==> config.mk <==
export PLATFORM = sky130hd
export DESIGN_NAME = fifo_buffer
export DESIGN_NICKNAME = d
export VERILOG_FILES = /design/src/rtl/fifo_buffer.sv
export SDC_FILE = /design/constraint.sdc
export NUM_CORES = 1
export LEC_CHECK = 0
export CAP_MARGIN = 10
export CORE_MARGIN = 1
export CORE_UTILIZATION = 55
export CTS_CLUSTER_SIZE = 16
export DETAILED_ROUTE_END_ITERATION = 8
export PLACE_DENSITY = 0.74
export SLEW_MARGIN = 20
export SYNTH_ARGS = -nofsm -noshare
export SYNTH_HDL_FRONTEND = slang
export SYNTH_SLANG_ARGS = --single-unit
==> constraint.sdc <==
create_clock -name clk -period 4.3 [get_ports clk]
set_clock_uncertainty 0.05 [all_clocks]
set_input_delay 1.075 -clock clk [delete_from_list [all_inputs] [get_ports clk]]
set_output_delay 1.075 -clock clk [all_outputs]
set_load 0.005 [all_outputs]
==> src/rtl/fifo_buffer.sv <==
// Single-clock first-word-fall-through FIFO with a sticky overflow flag.
// The head word is driven from registered state only, so data_out never follows read/write.
module fifo_buffer #(
  parameter int unsigned WIDTH = 8,
  parameter int unsigned DEPTH = 8
) (
  input  logic             clk,
  input  logic             clr,
  input  logic             read,
  input  logic             write,
  input  logic [WIDTH-1:0] data_in,
  output logic [WIDTH-1:0] data_out,
  output logic             ready,
  output logic             overflow
);

  localparam int unsigned AW = (DEPTH > 1) ? $clog2(DEPTH) : 1;
  localparam int unsigned CW = $clog2(DEPTH + 1);

  logic [WIDTH-1:0] mem [DEPTH];

  logic [AW-1:0] wr_ptr_q, wr_ptr_d;
  logic [AW-1:0] rd_ptr_q, rd_ptr_d;
  logic [CW-1:0] count_q, count_d;
  logic          overflow_q, overflow_d;

  logic empty, full, do_read, do_write;

  assign empty    = (count_q == '0);
  assign full     = (count_q == CW'(DEPTH));
  assign do_read  = read && !empty;
  // A write into a full FIFO is only accepted when a pop frees the head slot in the same edge.
  assign do_write = write && (!full || do_read);

  always_comb begin
    wr_ptr_d   = wr_ptr_q;
    rd_ptr_d   = rd_ptr_q;
    count_d    = count_q;
    overflow_d = overflow_q;

    // DEPTH is a power of two, so pointer wrap is the natural AW-bit rollover.
    if (do_write) wr_ptr_d = wr_ptr_q + AW'(1);
    if (do_read)  rd_ptr_d = rd_ptr_q + AW'(1);

    unique case ({do_write, do_read})
      2'b10:   count_d = count_q + CW'(1);
      2'b01:   count_d = count_q - CW'(1);
      default: count_d = count_q;
    endcase

    if (write && full && !read) overflow_d = 1'b1;
  end

  always_ff @(posedge clk or posedge clr) begin
    if (clr) begin
      wr_ptr_q   <= '0;
      rd_ptr_q   <= '0;
      count_q    <= '0;
      overflow_q <= 1'b0;
    end else begin
      wr_ptr_q   <= wr_ptr_d;
      rd_ptr_q   <= rd_ptr_d;
      count_q    <= count_d;
      overflow_q <= overflow_d;
    end
  end

  // Storage needs no reset: contents are meaningless until written.
  always_ff @(posedge clk) begin
    if (do_write) mem[wr_ptr_q] <= data_in;
  end

  assign data_out = mem[rd_ptr_q];
  assign ready    = !empty;
  assign overflow = overflow_q;

endmodule

# Yosys cells after proc, flatten, opt, wreduce, memory -nomap -nowiden
# Memory sizes are Yosys's and may differ from the RTL's.
# Index checks and enable logic that the tools add are counted.
# Widths: inputs -> output; s select.
dict set report op_classes {
  n_addsub 4
  n_eq_ne 3
  muxes 3
  n_reduce_logical 10
}
# operator count
set op_table {}
lappend op_table {{$pmux 4 s2} 1}
lappend op_table {{$add 3x1->3 const B} 2}
lappend op_table {{$add 4x1->4 const B} 1}
lappend op_table {{$eq 4x4->1 const B} 1}
lappend op_table {{$logic_and 1x1->1} 4}
lappend op_table {{$logic_not 4->1} 1}
lappend op_table {{$sub 4x1->4 const B} 1}
lappend op_table {{$logic_not 1->1} 3}
lappend op_table {{$eq 2x1->1 const B} 1}
lappend op_table {{$eq 2x2->1 const B} 1}
lappend op_table {{$mux 1} 2}
lappend op_table {{$reduce_bool 2->1} 1}
lappend op_table {{$logic_or 1x1->1} 1}
dict set report word_totals {
  regBits 11
  ram_bits 64
  input_bits 12
  out_inout_bits 10
  wordCells 25
  n_memories 1
}
# name words width read_ports rd_clocked_by_memory_dff wr line
set memory_table {}
lappend memory_table {mem 8 8 1 0 1 20} ;# logic [WIDTH-1:0] mem [DEPTH];

# Logic depth before layout (Yosys ltp)
# Gate-level depths: netlist (run 1).
dict set report depth {
  depth_word 7
  depth_mapped 10
  depth_no_buf 9
}

# Worst setup path before layout (run 1)
# No wires, ideal clock.
dict set report synth_timing {
  path_type {reg-to-output}
  from {reg rd_ptr_q[0]}
  to {out data_out[0]}
  t_arrival_ns 1.434
  t_required_ns 3.175
  slack_ns 1.741
  path_stages_with_launch 5
  n_path_buf 2
  cell_sequence {dfrtp_1 > buf_6 > buf_6 > mux4_2 > mux2_2}
}
dict set report synth_via {
  elab_chain_len 1
}
# item line
set synth_rtl {}
lappend synth_rtl {{start, declared} 23} ;# logic [AW-1:0] rd_ptr_q, rd_ptr_d;
lappend synth_rtl {{start signal, assigned} 62} ;# rd_ptr_q <= rd_ptr_d;
lappend synth_rtl {{$mem_v2 8x8} -}
lappend synth_rtl {{end, declared} 12} ;# output logic [WIDTH-1:0] data_out,
# Every way passes these cells.

# Final worst setup path (run 1)
dict set report layout_timing {
  from {reg rd_ptr_q[1]}
  to {out data_out[1]}
}
# The elaborated chain is that of the path after synthesis.

==> impl_metrics.py, run 1 <==
metrics = {
    "synthesis": {
        "synthFlopType": "edfxtp_1",
        "synth.avg_cell_area_um2": 19.1,
        "syn_nets": 177,
        "syn_area_um2": 3090,
        "synth-seq-cells": 75,
        "synth-async-reset-ratio_pct": 14.7,
        "yosysWarnings": 0,
        "synthCells": 162,
        "synth.distinct_cells": 37,
        "synth_edf_count": 64,
        "seq_area_frac_synth_pct": 71.0,
    },
    "die": {
        "dieArea_um2": 5930,
        "die_w_um": 77.0,
        "rows": 26,
        "io_pins": 22,
        "start_util_pct": 58.7,
        "core_area_um2": 5270,
        "fp.dieH_um": 77.0,
    },
    "timing": {
        "final.min_clock_period_ns": 3.47,
        "setup_viol": 0,
        "finalWorstSetupSlack_ns": 0.830,
        "grt_setup_unrepaired": "no",
        "relSlewSlack_pct": 39.5,
        "worst_pin_slew_ns": 0.904,
        "drv_slew": 0,
        "fin_crit_sh_pct": 80.7,
        "max_freq_ghz": 0.288,
        "tns_ns": 0,
        "timing.final.hold_violations": 0,
    },
    "route": {
        "drc": 0,
        "first_iter_violations": 131,
        "drt-total-wl_um": 5380,
        "dr.pass1.iters": 4,
        "routedWlPerCell_um": 20.2,
        "vias": 1550,
        "routed_via_density": 5.81,
        "ant_nets": 0,
    },
    "final_layout": {
        "stdcell_count": 267,
        "drive_above_1_share_pct": 25.4,
        "area_delta_synth_final_pct": 15.8,
        "diodes": 0,
        "nets": 207,
    },
    "global_routing": {
        "grt_max_degree": 19,
        "grt_pass1_wl_um": 8780,
        "grt_pass1_vias": 1655,
        "grt_overflow": 0,
        "use_met3_pct": 3.57,
        "grt_util_met1_pct": 27.5,
        "globalRouteMet2Util_pct": 33.1,
        "antenna_found_initial": 0,
        "grtUsageTotal_pct": 20.8,
        "top_usage_layer": "met2",
    },
    "setup_path": {
        "cp_slowest_cell": "dfrtp_1",
        "cp.arrival_ns": 2.35,
        "cp_cell_sequence": "mux4_2 > mux2_2 > clkdlybuf4s50_1",
        "required_ns": 3.17,
        "path_max_fanout": 18,
        "worstSetupPathType": "reg2out",
        "max_stage_delay_ns": 0.86,
        "start_kind": "register",
        "end_kind": "primary output",
    },
    "run_status": {
        "outcome": "complete, no violations",
    },
    "place": {
        "dp.cells": 251,
        "hpwl_um": 3540,
        "numPortBuffers": 21,
        "place_ws_ns": 0.957,
        "gp_congestion": 0.893,
    },
    "clock_tree": {
        "h-tree-depth": 3,
        "clk_latency_ns": 0.33,
        "cts_hold_buffers": 0,
        "cts_tree": "yes",
        "path_clk_slew_ns": 0.07,
        "clock-sinks": 75,
        "cts_setup_buffers": 0,
        "cts_resized": 0,
        "cts_root_buffer": "clkbuf_8",
        "numCtsBuffers": 9,
        "cts_buffer_depth": 2,
    },
    "hold_path": {
        "worst_hold_path_type": "reg2reg",
    },
    "power_and_ir_drop": {
        "irDropWorstVdd_uv": 322,
        "power_density_nw_per_um2": 642,
        "p_leak_uw": 0.00121,
    },
    "job": {
        "cap_violations": 0,
    },
}
-- critical path: cells and delay by family (launching register included) --
| family | cells | cell delay, ns |
|---|---|---|
| DFF | 1 | 0.86 |
| muxes | 2 | 0.71 |
| buffers and inverters | 1 | 0.45 |
-- sequential cells by signal, indices dropped and copies added, names as in the netlist --
signal    flops
count_q       4
mem          64
overflow      1
rd_ptr_q      3
wr_ptr_q      3
-- cells in the final DEF (no fill, tap or decap), drive strengths merged, types with 2 or more instances in the layout --
master	instances
bufinv	2
o21ai	2
a311oi	2
dfrtp	11
buf	5
xnor2	4
nor2	7
ha	3
mux2	9
nand2b	5
nand2	9
clkinv	4
nor3	5
edfxtp	64
mux4	16
clkbuf	9
clkdlybuf4s50	21
inv	3
or3	2
-- power by group --
part           switching (µW)  internal, µW
Sequential                136           908
Clock                     240           319
Combinational             269           427
-- Yosys cell counts (all sizes together) (2+ instances only) --
master | n | share of area [%]
a311oi | 2 | 0.77
buf | 6 | 1.6
dfrtp | 11 | 8.9
edfxtp | 64 | 62
ha | 3 | 1.2
inv | 3 | 0.36
mux2 | 9 | 3.3
mux4 | 16 | 12
nand2 | 9 | 1.1
nand2b | 5 | 1.0
nor2 | 7 | 1.4
nor3 | 5 | 0.81
o21ai | 2 | 0.44
or3 | 2 | 0.57
xnor2 | 4 | 1.1
-- logic make-up (layout without fill, tap and decap cells) --
logic type / count (synthesis) / in the layout / synth area share, %
buf+inv: 10 / 45 / 2.10
xor+xnor: 5 / 5 / 1.42
fa+ha+maj: 3 / 3 / 1.21
mux: 25 / 25 / 14.9
flops: 75 / 75 / 71.0
simple gates: 32 / 32 / 5.62
compound gates: 12 / 12 / 3.68
-- metal layers --
metal / share of wire, % / vias to the layer above
li1: - / 704
met1: 41 / 788
met2: 52 / 49
met3: 4.3 / 9
met4: 2.0 / 0
met5: 0 / -
-- worst paths after layout --
path	start	end	slack [ns]	depth (start not counted)
min	overflow	overflow	0.42	1
max	rd_ptr_q[1]	data_out[1]	0.83	3
max in group asynchronous	clr	count_q[0]	2.93	2
min in group asynchronous	clr	rd_ptr_q[1]	0.98	2
max reg2reg	count_q[1]	mem[3][2]	2.08	4
min reg2reg	overflow	overflow	0.42	1
-- area by class of cell --
class	instances	area (µm²)
tap	70	87.6
clock buffer	9	124
fill	365	1690
sequential	75	2200
multi-input combinational	77	831
timing repair buffer	26	248
inverter	3	11.3
clock inverter	7	82.6
-- stage by stage --
stage / util (%) / hold slack, ns / total power (µW) / instance area (µm²)
global placement: 64.0 / 0.402 / 1730 / 3370
global route: 67.9 / 0.439 / 2420 / 3580
CTS: 67.9 / 0.430 / 2320 / 3580
detailed placement: 64.0 / 0.414 / 1760 / 3370
finish: 67.9 / 0.425 / 2300 / 3580
floorplan: - / 0.416 / 1510 / 3090
Note: power is estimated with default switching activity, not from simulation.
==> inputs of run 2 (changes only) <==
Clock period 4.3 ns to 3.3 ns, I/O delays scaled along.
==> run 2 against run 1 <==
  * Sequential power increased by 32%
  * Combinational power increased by 34%
  * Largest power group unchanged
  * Sequential share of layout area decreased by 1.1 points
  * First-iteration DRC count decreased by 23%
==> impl_metrics.py, run 2 (same netlist as run 1, synthesis figures left out) <==
metrics = {
    "global_routing": {
        "grt_overflow": 0,
        "grtUsageTotal_pct": 19.5,
        "grt_pass1_vias": 1701,
        "grt_pass1_wl_um": 8200,
        "grt_max_degree": 19,
        "antenna_found_initial": 0,
    },
    "run_status": {
        "outcome": "complete, no violations",
    },
    "timing": {
        "grt_setup_unrepaired": "no",
        "setup_viol": 0,
        "timing.final.hold_violations": 0,
        "worst_pin_slew_ns": 0.493,
        "drv_slew": 0,
        "max_freq_ghz": 0.316,
        "fin_crit_sh_pct": 96.0,
        "final.min_clock_period_ns": 3.17,
        "relSlewSlack_pct": 67.1,
        "tns_ns": 0,
    },
    "final_layout": {
        "mostFrequentLayoutCell": "edfxtp_1",
        "multi_input_area_um2": 831,
        "utilization_pct": 69.2,
        "area_delta_synth_final_pct": 17.9,
        "drive_above_1_share_pct": 30.3,
        "reg_top3": "mem: 64 flops, count_q: 4 flops",
        "nets": 218,
        "largest_register_ffs": 64,
        "largest_register": "mem",
        "diodes": 0,
        "layout_common_cells": "edfxtp_1 (64), clkdlybuf4s50_1 (21), mux4_2 (16)",
        "seq_area_um2": 2200,
        "nFillCells": 350,
    },
    "route": {
        "drc": 0,
        "wl_met1_um": 2130,
        "dr.pass1.iters": 4,
        "ant_nets": 0,
        "wl_met2_um": 2710,
        "vias": 1589,
        "dr_wl_met3_um": 198,
        "drt-total-wl_um": 5140,
        "routed_via_density": 5.72,
        "routedWlPerCell_um": 18.5,
        "routed.top_layer": "met4",
        "first_iter_violations": 101,
    },
    "hold_path": {
        "worst_hold_path_type": "reg2reg",
    },
    "clock_tree": {
        "cts_tree": "yes",
        "cts_resized": 0,
        "cts_setup_buffers": 0,
        "path_clk_slew_ns": 0.06,
        "h-tree-depth": 3,
        "numCtsBuffers": 9,
        "clock-sinks": 75,
        "cts_hold_buffers": 0,
        "cts_root_buffer": "clkbuf_8",
        "clk_latency_ns": 0.33,
        "cts_buffer_depth": 2,
    },
    "power_and_ir_drop": {
        "power_density_nw_per_um2": 799,
        "p_total_uw": 2910,
        "irDropWorstVdd_uv": 503,
        "p_leak_uw": 0.00126,
    },
    "die": {
        "start_util_pct": 58.7,
        "io_pins": 22,
        "rows": 26,
        "core_area_um2": 5270,
        "die_w_um": 77.0,
        "fp.dieH_um": 77.0,
        "dieArea_um2": 5930,
    },
    "setup_path": {
        "path_max_fanout": 14,
        "cp.arrival_ns": 2.29,
        "required_ns": 2.42,
        "worstSetupPathType": "reg2out",
        "start_kind": "register",
        "end_kind": "primary output",
    },
    "place": {
        "hpwl_um": 3500,
        "numPortBuffers": 21,
        "gp_congestion": 0.728,
    },
    "job": {
        "cap_violations": 0,
    },
}
==> run 2: worst paths after layout <==
kind	from	end	slack, ns	cells past startpoint
setup / recovery	rd_ptr_q[0]	data_out[5]	0.13	4
hold / removal	overflow	overflow	0.43	1
setup reg to reg	count_q[0]	count_q[2]	1.08	8
hold reg to reg	overflow	overflow	0.43	1
max in group asynchronous	clr	rd_ptr_q[1]	2.15	2
min in group asynchronous	clr	wr_ptr_q[1]	0.73	2
==> run 2: where the power goes <==
group	switching, µW	internal [µW]	leakage (µW)
Clock	299	314	0.0000867
Sequential	183	1180	0.000715
Combinational	342	593	0.000456
Total	824	2090	0.00126
==> run 2: cell type report <==
cell class / instances / area share [%]
tap: 70 / 2.40
clock buffer: 14 / 4.46
timing repair buffer: 37 / 9.40
clock inverter: 2 / 0.343
sequential: 75 / 60.3
inverter: 3 / 0.309
multi-input combinational: 77 / 22.8
==> run 2: worst max-delay path: stages, from the launching register on <==
cell             delay, ns
dfrtp_1               0.50
buf_12                0.22
mux4_2                0.51
mux2_2                0.28
clkdlybuf4s50_1       0.45
==> run 2: stage by stage <==
stage	std cells	cell area (µm²)	hold slack, ns	setup WS [ns]
detailed placement	262	3470	0.417	0.422
CTS	278	3640	0.434	0.0553
global route	278	3650	0.462	0.0271
finish	278	3650	0.426	0.132
global placement	262	3470	0.414	0.464
floorplan	162	3090	0.416	0.991
==> run 2: metal layers <==
metal | global-route usage [%] | vias up
met5 | 0 | -
met4 | 9.81 | 0
met3 | 5.60 | 10
met2 | 32.7 | 43
met1 | 22.9 | 807
li1 | - | 729
==> inputs of run 3 (changes only) <==
Settings changed: PLACE_DENSITY 0.74 to 0.75.
==> run 3 against run 2 <==
  * Total power decreased by 2.1%
  * Critical path depth unchanged
  * Setup slack about the same
  * Maximum frequency about the same
==> impl_metrics.py, run 3 (same netlist as run 1, synthesis figures left out) <==
metrics = {
    "run_status": {
        "outcome": "complete, no violations",
    },
    "route": {
        "drc": 0,
        "first_iter_violations": 115,
        "routed_via_density": 5.85,
        "drt-total-wl_um": 5370,
        "vias": 1585,
        "routedWlPerCell_um": 19.8,
        "dr.pass1.iters": 4,
        "ant_nets": 0,
    },
    "clock_tree": {
        "cts_tree": "yes",
        "h-tree-depth": 3,
        "numCtsBuffers": 9,
        "cts_buffer_depth": 2,
        "clock-sinks": 75,
        "clk_latency_ns": 0.33,
        "cts_hold_buffers": 0,
        "path_clk_slew_ns": 0.07,
        "cts_root_buffer": "clkbuf_8",
    },
    "final_layout": {
        "largest_register_ffs": 64,
        "fin_area_um2": 3570,
        "largest_register": "mem",
        "nets": 211,
        "nFillCells": 357,
        "area_delta_synth_final_pct": 15.3,
        "multi_input_area_um2": 831,
        "seq_area_um2": 2200,
        "mostFrequentLayoutCell": "edfxtp_1",
        "diodes": 0,
        "reg_top3": "mem: 64 flops, count_q: 4 flops",
        "layout_common_cells": "edfxtp_1 (64), clkdlybuf4s50_1 (21), mux4_2 (16)",
        "drive_above_1_share_pct": 27.9,
    },
    "hold_path": {
        "worst_hold_path_type": "reg2reg",
        "hold_start": "overflow",
    },
    "global_routing": {
        "grt_max_degree": 19,
        "grt_pass1_wl_um": 8680,
        "grt_overflow": 0,
        "antenna_found_initial": 0,
        "grtUsageTotal_pct": 20.4,
        "grt_pass1_vias": 1676,
    },
    "die": {
        "io_pins": 22,
        "dieArea_um2": 5930,
        "core_area_um2": 5270,
        "rows": 26,
        "start_util_pct": 58.7,
        "die_w_um": 77.0,
        "fp.dieH_um": 77.0,
    },
    "setup_path": {
        "path_buf_inv": 2,
        "cp_cell_sequence": "buf_4 > mux4_2 > mux2_2 > clkdlybuf4s50_1",
        "end_kind": "primary output",
        "max_stage_delay_ns": 0.56,
        "startpoint": "rd_ptr_q[0]",
        "cp.arrival_ns": 2.29,
        "r2r_start": "count_q[0]",
        "required_ns": 2.42,
        "worstSetupPathType": "reg2out",
        "cp_slowest_cell": "mux4_2",
        "crit_family": "multiplexers",
        "start_kind": "register",
        "path_max_fanout": 18,
    },
    "place": {
        "numPortBuffers": 21,
        "hpwl_um": 3510,
        "gp_congestion": 0.783,
        "dpl_cell_area_um2": 3400,
    },
    "timing": {
        "grt_setup_unrepaired": "no",
        "fin_crit_sh_pct": 96.0,
        "relSlewSlack_pct": 66.4,
        "drv_slew": 0,
        "final.min_clock_period_ns": 3.17,
        "worst_pin_slew_ns": 0.505,
        "tns_ns": 0,
        "max_freq_ghz": 0.316,
        "whs_ns": 0.440,
        "setup_viol": 0,
        "timing.final.hold_violations": 0,
    },
    "power_and_ir_drop": {
        "irDropWorstVdd_uv": 626,
        "power_density_nw_per_um2": 800,
        "p_leak_uw": 0.00121,
    },
    "job": {
        "cap_violations": 0,
    },
}
run 3: metrics by stage:
step           util, %  total power, µW  setup WS [ns]  cells
2_1_floorplan        -             1970          0.991    162
5_1_grt           67.7             3000         0.0194    271
4_1_cts           67.6             2880         0.0404    271
3_5_place_dp      64.6             2310          0.406    255
3_3_place_gp      64.6             2250          0.477    255
6_report          67.7             2850          0.133    271
run 3: worst paths after layout:
| check | end | slack (ns) | depth (start not counted) |
|---|---|---|---|
| max in group asynchronous | rd_ptr_q[1] | 2.13 | 2 |
| min in group asynchronous | count_q[2] | 0.74 | 2 |
| worst min register to register | overflow | 0.44 | 1 |
| worst max-delay path | data_out[4] | 0.13 | 4 |
| worst max register to register | count_q[2] | 1.02 | 8 |
| worst min-delay path | overflow | 0.44 | 1 |
run 3: final cells by class:
cell class	instances	share of cell area [%]
repair buffers	30	7.79
clock inverters	6	0.912
flip-flops and latches	75	61.6
well taps	70	2.46
inverters	3	0.316
multi-input cells	77	23.3
clock buffers	10	3.58
run 3: power by group:
part / internal (µW) / switching, µW / leakage (µW)
Sequential: 1180 / 179 / 0.000715
Clock: 265 / 307 / 0.0000771
Combinational: 564 / 355 / 0.000414
Total: 2010 / 841 / 0.00121
run 3: routing by layer:
metal | wire length (µm) | track usage [%]
met4 | 70 | 8.49
met2 | 2770 | 34.2
met3 | 259 | 4.52
met1 | 2270 | 26.0
met5 | 0 | 0
run 3: repair_timing:
action,4_1_cts,5_1_grt
resized for setup,0,1
endpoints found under the setup margin,0,1
buffers inserted,0,0
==> variant 1, RTL diff (settings of run 2) <==
`WIDTH`: 8 -> 7.
--- a/src/rtl/fifo_buffer.sv
+++ b/src/rtl/fifo_buffer.sv
@@ -3,3 +3,3 @@
 module fifo_buffer #(
-  parameter int unsigned WIDTH = 8,
+  parameter int unsigned WIDTH = 7,
   parameter int unsigned DEPTH = 8
Interface: changed (resized data_in and data_out); port bits go from 22 to 20. The function was not compared with the original's and may differ.
==> variant 1 against run 2 <==
Total power shrank 11%. Sequential cell count shrank 8. Via count shrank 9.8%. Count of clock-buffer cells in the layout shrank 2. Final area shrank 11%. Wire length shrank 8.4%. Final cell count shrank 8.3%. Synthesized area shrank 9.8%. Worst setup slack lost 0.013 ns. Global-route usage grew 0.72 points. Die area shrank 9.6%.
==> variant 1: results (changes against run 2) <==
slowest CP cell=mux4_2; number of cells on the worst reg-to-reg path=9 (+1); WHS Endpoint=overflow; fillers=324 (-7.4%); worst hold start=overflow; DRC marker count from the first detailed-route iteration=126 (+25%); Worst Hold Class=reg -> reg; cell family with the largest share of critical-path delay=multiplexers; outcome=completed; Top Registers=mem (56), count_q (4); Distinct cells, synth=36 (-2.7%); routed len/inst=18.5 um (about the same); syn nets=164 (-7.3%); synth cell count leaders=edfxtp_1 (56), mux4_2 (14), dfrtp_1 (11), nand2_1 (9), mux2_2 (8); sequential area share after synthesis=0.702 (-0.00870); dpl cells=239 (-8.8%); worst-case headroom to the max-slew limit=0.507 (-0.164); DPL Wire Length=3.18 mm (-9.3%); antenna violations before repair=0 (unchanged); maximum vdd drop=0.000567 V (+13%); number of diodes=0 (unchanged); largest net degree at the start of global routing=17 (-2); WP data arrival=2.31 ns (+0.02 ns); Synth Warn #=0 (unchanged); DR vias=1433 (-9.8%); Post-synth EDFFs=56 (-13%); DRC violations left=0 (unchanged); GRT Overall Usage=0.202 (+0.00721); synthesized area per cell=18.6 um2 (-2.6%); Primary FF master, synth=edfxtp_1; synth top area cells=edfxtp_1 (60%), mux4_2 (11%), dfrtp_1 (9.9%); fraction of layout instances using a drive strength above 1=0.266 (-0.0369); worst r2r dst=count_q[2]; Final nets=197 (-9.6%); Routability Congestion=0.749 (+2.9%); ys async rst share=0.164 (+0.0175); Pre-antenna DRT Iters=4 (unchanged); Final Critical Period=3.18 ns (+0.0132 ns); Reg2Reg Setup Slack=1.06 ns (-0.02 ns); Inserted Clock Buffers=9 (unchanged); first-pass GRT wire length=7.21 mm (-12%); H-tree depth=3 (unchanged); IO buf count=19 (-9.5%); post-placement setup slack=0.246 ns (-0.176 ns); Avg Vias per Cell=5.62 (-1.7%); CP peak stage delay=0.56 ns (+0.05 ns); worst skew pair latency=0.33 ns (about the same); Leak=0.00111 uW (-12%); Max Fanout on Critical Path=14 (unchanged); Reg2Reg Launch Point=count_q[1]
-- variant 1: worst reg2reg max path: cells and delay by family, from the launching register on --
| family | cells | cell delay, ns |
|---|---|---|
| AOI/OAI and AO/OA | 2 | 0.44 |
| and+or+nand+nor | 5 | 0.83 |
| xor gates and xnor gates | 1 | 0.14 |
| DFF | 1 | 0.50 |
| adders and majority gates | 1 | 0.21 |
-- variant 1: final cells by class --
cell class | instances | area share
well taps | 67 | 0.0259
inverters | 3 | 0.00348
clock inverters | 4 | 0.00541
multi-input cells | 74 | 0.239
repair buffers | 28 | 0.0796
clock buffers | 12 | 0.0417
flip-flops and latches | 67 | 0.605
-- variant 1: worst max-delay path by stage --
| stage | endpoint | from | cells after the start |
|---|---|---|---|
| after floorplan | data_out[0] | rd_ptr_q[0] | 4 |
| after global placement | mem[6][1] | read | 5 |
| after detailed placement | mem[4][3] | read | 5 |
| after CTS | data_out[2] | rd_ptr_q[0] | 4 |
| after global routing | data_out[6] | rd_ptr_q[0] | 4 |
| final | data_out[2] | rd_ptr_q[0] | 4 |
-- variant 1: logic make-up after synthesis --
kind of cell	count (synthesis)	share of synthesized area
and+or+nand+nor	32	0.0624
adders and majority gates	3	0.0135
buffers and inverters	9	0.0206
xor gates and xnor gates	5	0.0157
DFF	67	0.702
muxes	22	0.145
AOI/OAI and AO/OA	12	0.0408
-- variant 1: layer usage --
metal  up-vias  part of all wire  track usage
li1        660                 -            -
met1       740              0.44        0.262
met2        27              0.51        0.312
met3         6             0.031       0.0622
met4         0             0.016       0.0980
met5         -                 0            0
-- variant 1: stage by stage --
stage	hold slack, ns	instance area [um2]	utilization
after CTS	0.438	3240	0.676
after floorplan	0.416	2790	-
after global routing	0.451	3240	0.676
after detailed placement	0.418	3080	0.644
after global placement	0.414	3080	0.644
final	0.429	3240	0.676
-- variant 1: power by group --
group | total, uW | switching (uW) | internal, uW
clock | 537 | 272 | 265
combinational | 828 | 314 | 514
sequential | 1230 | 168 | 1060
total | 2590 | 754 | 1840
==> variant 2, RTL diff (settings of run 2) <==
Made on the original files. One comparison of `count_q` changes from == to >=.
--- a/src/rtl/fifo_buffer.sv
+++ b/src/rtl/fifo_buffer.sv
@@ -29,3 +29,3 @@
   assign empty    = (count_q == '0);
-  assign full     = (count_q == CW'(DEPTH));
+  assign full     = (count_q >= CW'(DEPTH));
   assign do_read  = read && !empty;
Function: same outputs for any inputs over 10 cycles, from zero or initial values; that may be too few to reach the edited logic, so the function may still have changed.
==> variant 2 against run 2 <==
Clock power up 26%. First-iteration DRC count up 43%. Synthesized area up 2.3%. Sequential power down 3%. Total power down 0.12%. Sequential cell count unchanged. Final area up 2.2%. Global-route usage up 1.7 points. Via count up 4.7%. Worst setup slack better by 0.015 ns. Non-clock buffer count down 3. Wire length up 6.6%. Highest routed layer unchanged.
==> variant 2: results (changes against run 2) <==
outcome=completed; WHS Endpoint=overflow; syn nets=180 (+1.7%); Routed WL=5.48 mm (+6.6%); Max Fanout on Critical Path=18 (+4); Top Registers=mem (64), count_q (4); ys async rst share=0.147 (unchanged); maximum vdd drop=0.000370 V (-26%); fraction of layout instances using a drive strength above 1=0.194 (-0.109); Reg2Reg Setup Slack=1.17 ns (+0.09 ns); largest net degree at the start of global routing=19 (unchanged); antenna violations before repair=0 (unchanged); DRC marker count from the first detailed-route iteration=144 (+43%); IO buf count=21 (unchanged); worst hold start=overflow; clk buf depth=2 (unchanged); vias in the first global route=1696 (-0.29%); synth cell count leaders=edfxtp_1 (64), mux4_1 (16), dfrtp_1 (11), mux2_2 (10), nor3_1 (6); worst skew pair latency=0.35 ns (+0.02 ns); synth top area cells=edfxtp_1 (61%), mux4_1 (13%), dfrtp_1 (8.7%); Reg2Reg Launch Point=count_q[0]; Routability Congestion=0.757 (+4.0%); postcts setup bufs=0 (unchanged); DPL Wire Length=3.49 mm (-0.29%); Pre-antenna DRT Iters=4 (unchanged); worst r2r dst=count_q[2]; GRT Overall Usage=0.212 (+0.0173); WP data arrival=2.28 ns; WHS=0.435 ns (+0.00949 ns); cell count of the worst hold path=1 (unchanged); post-placement setup slack=0.322 ns (-0.0992 ns); NetSw=813 uW (-1.3%); H-tree depth=3 (unchanged); Distinct cells, synth=33 (-11%); first-pass GRT wire length=8.87 mm (+8.2%); Final nets=216 (-0.92%); Post-synth EDFFs=64 (unchanged); number of diodes=0 (unchanged); sequential area share after synthesis=0.695 (-0.0157); Clock transition at path regs=about 0.070 ns; CP peak stage delay=0.81 ns (+0.30 ns); Worst Hold Class=reg -> reg; Avg Vias per Cell=5.99 (+4.7%); worst-case headroom to the max-slew limit=0.526 (-0.145); Leak=0.00131 uW (+4.1%); CTS root buf=clkbuf_8; post-cts resize count=0 (unchanged); Synth Warn #=0 (unchanged); Inserted Clock Buffers=9 (unchanged); number of cells on the worst reg-to-reg path=6 (-2); slowest CP cell=dfrtp_1
==> variant 2: worst max path at each step <==
| stage | slack (ns) | endpoint | startpoint |
|---|---|---|---|
| 4_1_cts | 0.08 | data_out[1] | rd_ptr_q[1] |
| 3_3_place_gp | 0.48 | count_q[2] | read |
| 6_report | 0.15 | data_out[5] | rd_ptr_q[1] |
| 5_1_grt | 0.02 | data_out[3] | rd_ptr_q[1] |
| 3_5_place_dp | 0.32 | count_q[2] | read |
| 2_1_floorplan | 0.76 | mem[0][0] | write |
==> variant 2: cells by family (layout without fill, tap and decap cells) <==
group | after synthesis | after routing | synth area share
xor+xnor | 4 | 4 | 0.0111
mux | 26 | 26 | 0.169
flops | 75 | 75 | 0.695
simple gates | 30 | 30 | 0.0530
compound gates | 15 | 15 | 0.0384
fa+ha+maj | 3 | 3 | 0.0119
buf+inv | 12 | 53 | 0.0225
==> variant 2: power by group through the flow <==
stage                     Clock [uW]  Combinational [uW]  Sequential [uW]
final                            772                 811             1330
after CTS                        788                 822             1330
after global routing             834                 883             1350
after global placement             0                 782             1330
after floorplan                    0                 623             1230
after detailed placement           0                 816             1350
==> variant 2: routing by layer <==
metal | GRT usage | share of wire
met1 | 0.270 | 0.42
met2 | 0.334 | 0.51
met3 | 0.0765 | 0.064
met4 | 0.0811 | 0.0049
met5 | 0 | 0
==> variant 2: worst max-delay path, delay by kind of cell, from the launching register on <==
| family | cells | cell delay [ns] |
|---|---|---|
| buffers and inverters | 1 | 0.44 |
| DFF | 1 | 0.81 |
| muxes | 2 | 0.68 |
==> variant 2: layout make-up <==
cell class	count	area, um2
multi-input cells	78	895
well taps	72	90.1
repair buffers	34	308
fillers	380	1820
inverters	3	11.3
flip-flops and latches	75	2200
clock inverters	7	100
clock buffers	9	124
==> variant 2: per-stage QoR <==
stage	cells	instance area, um2	util
3_3_place_gp	262	3500	0.632
3_5_place_dp	262	3500	0.632
2_1_floorplan	165	3160	-
6_report	278	3720	0.672
4_1_cts	278	3720	0.672
5_1_grt	278	3720	0.672
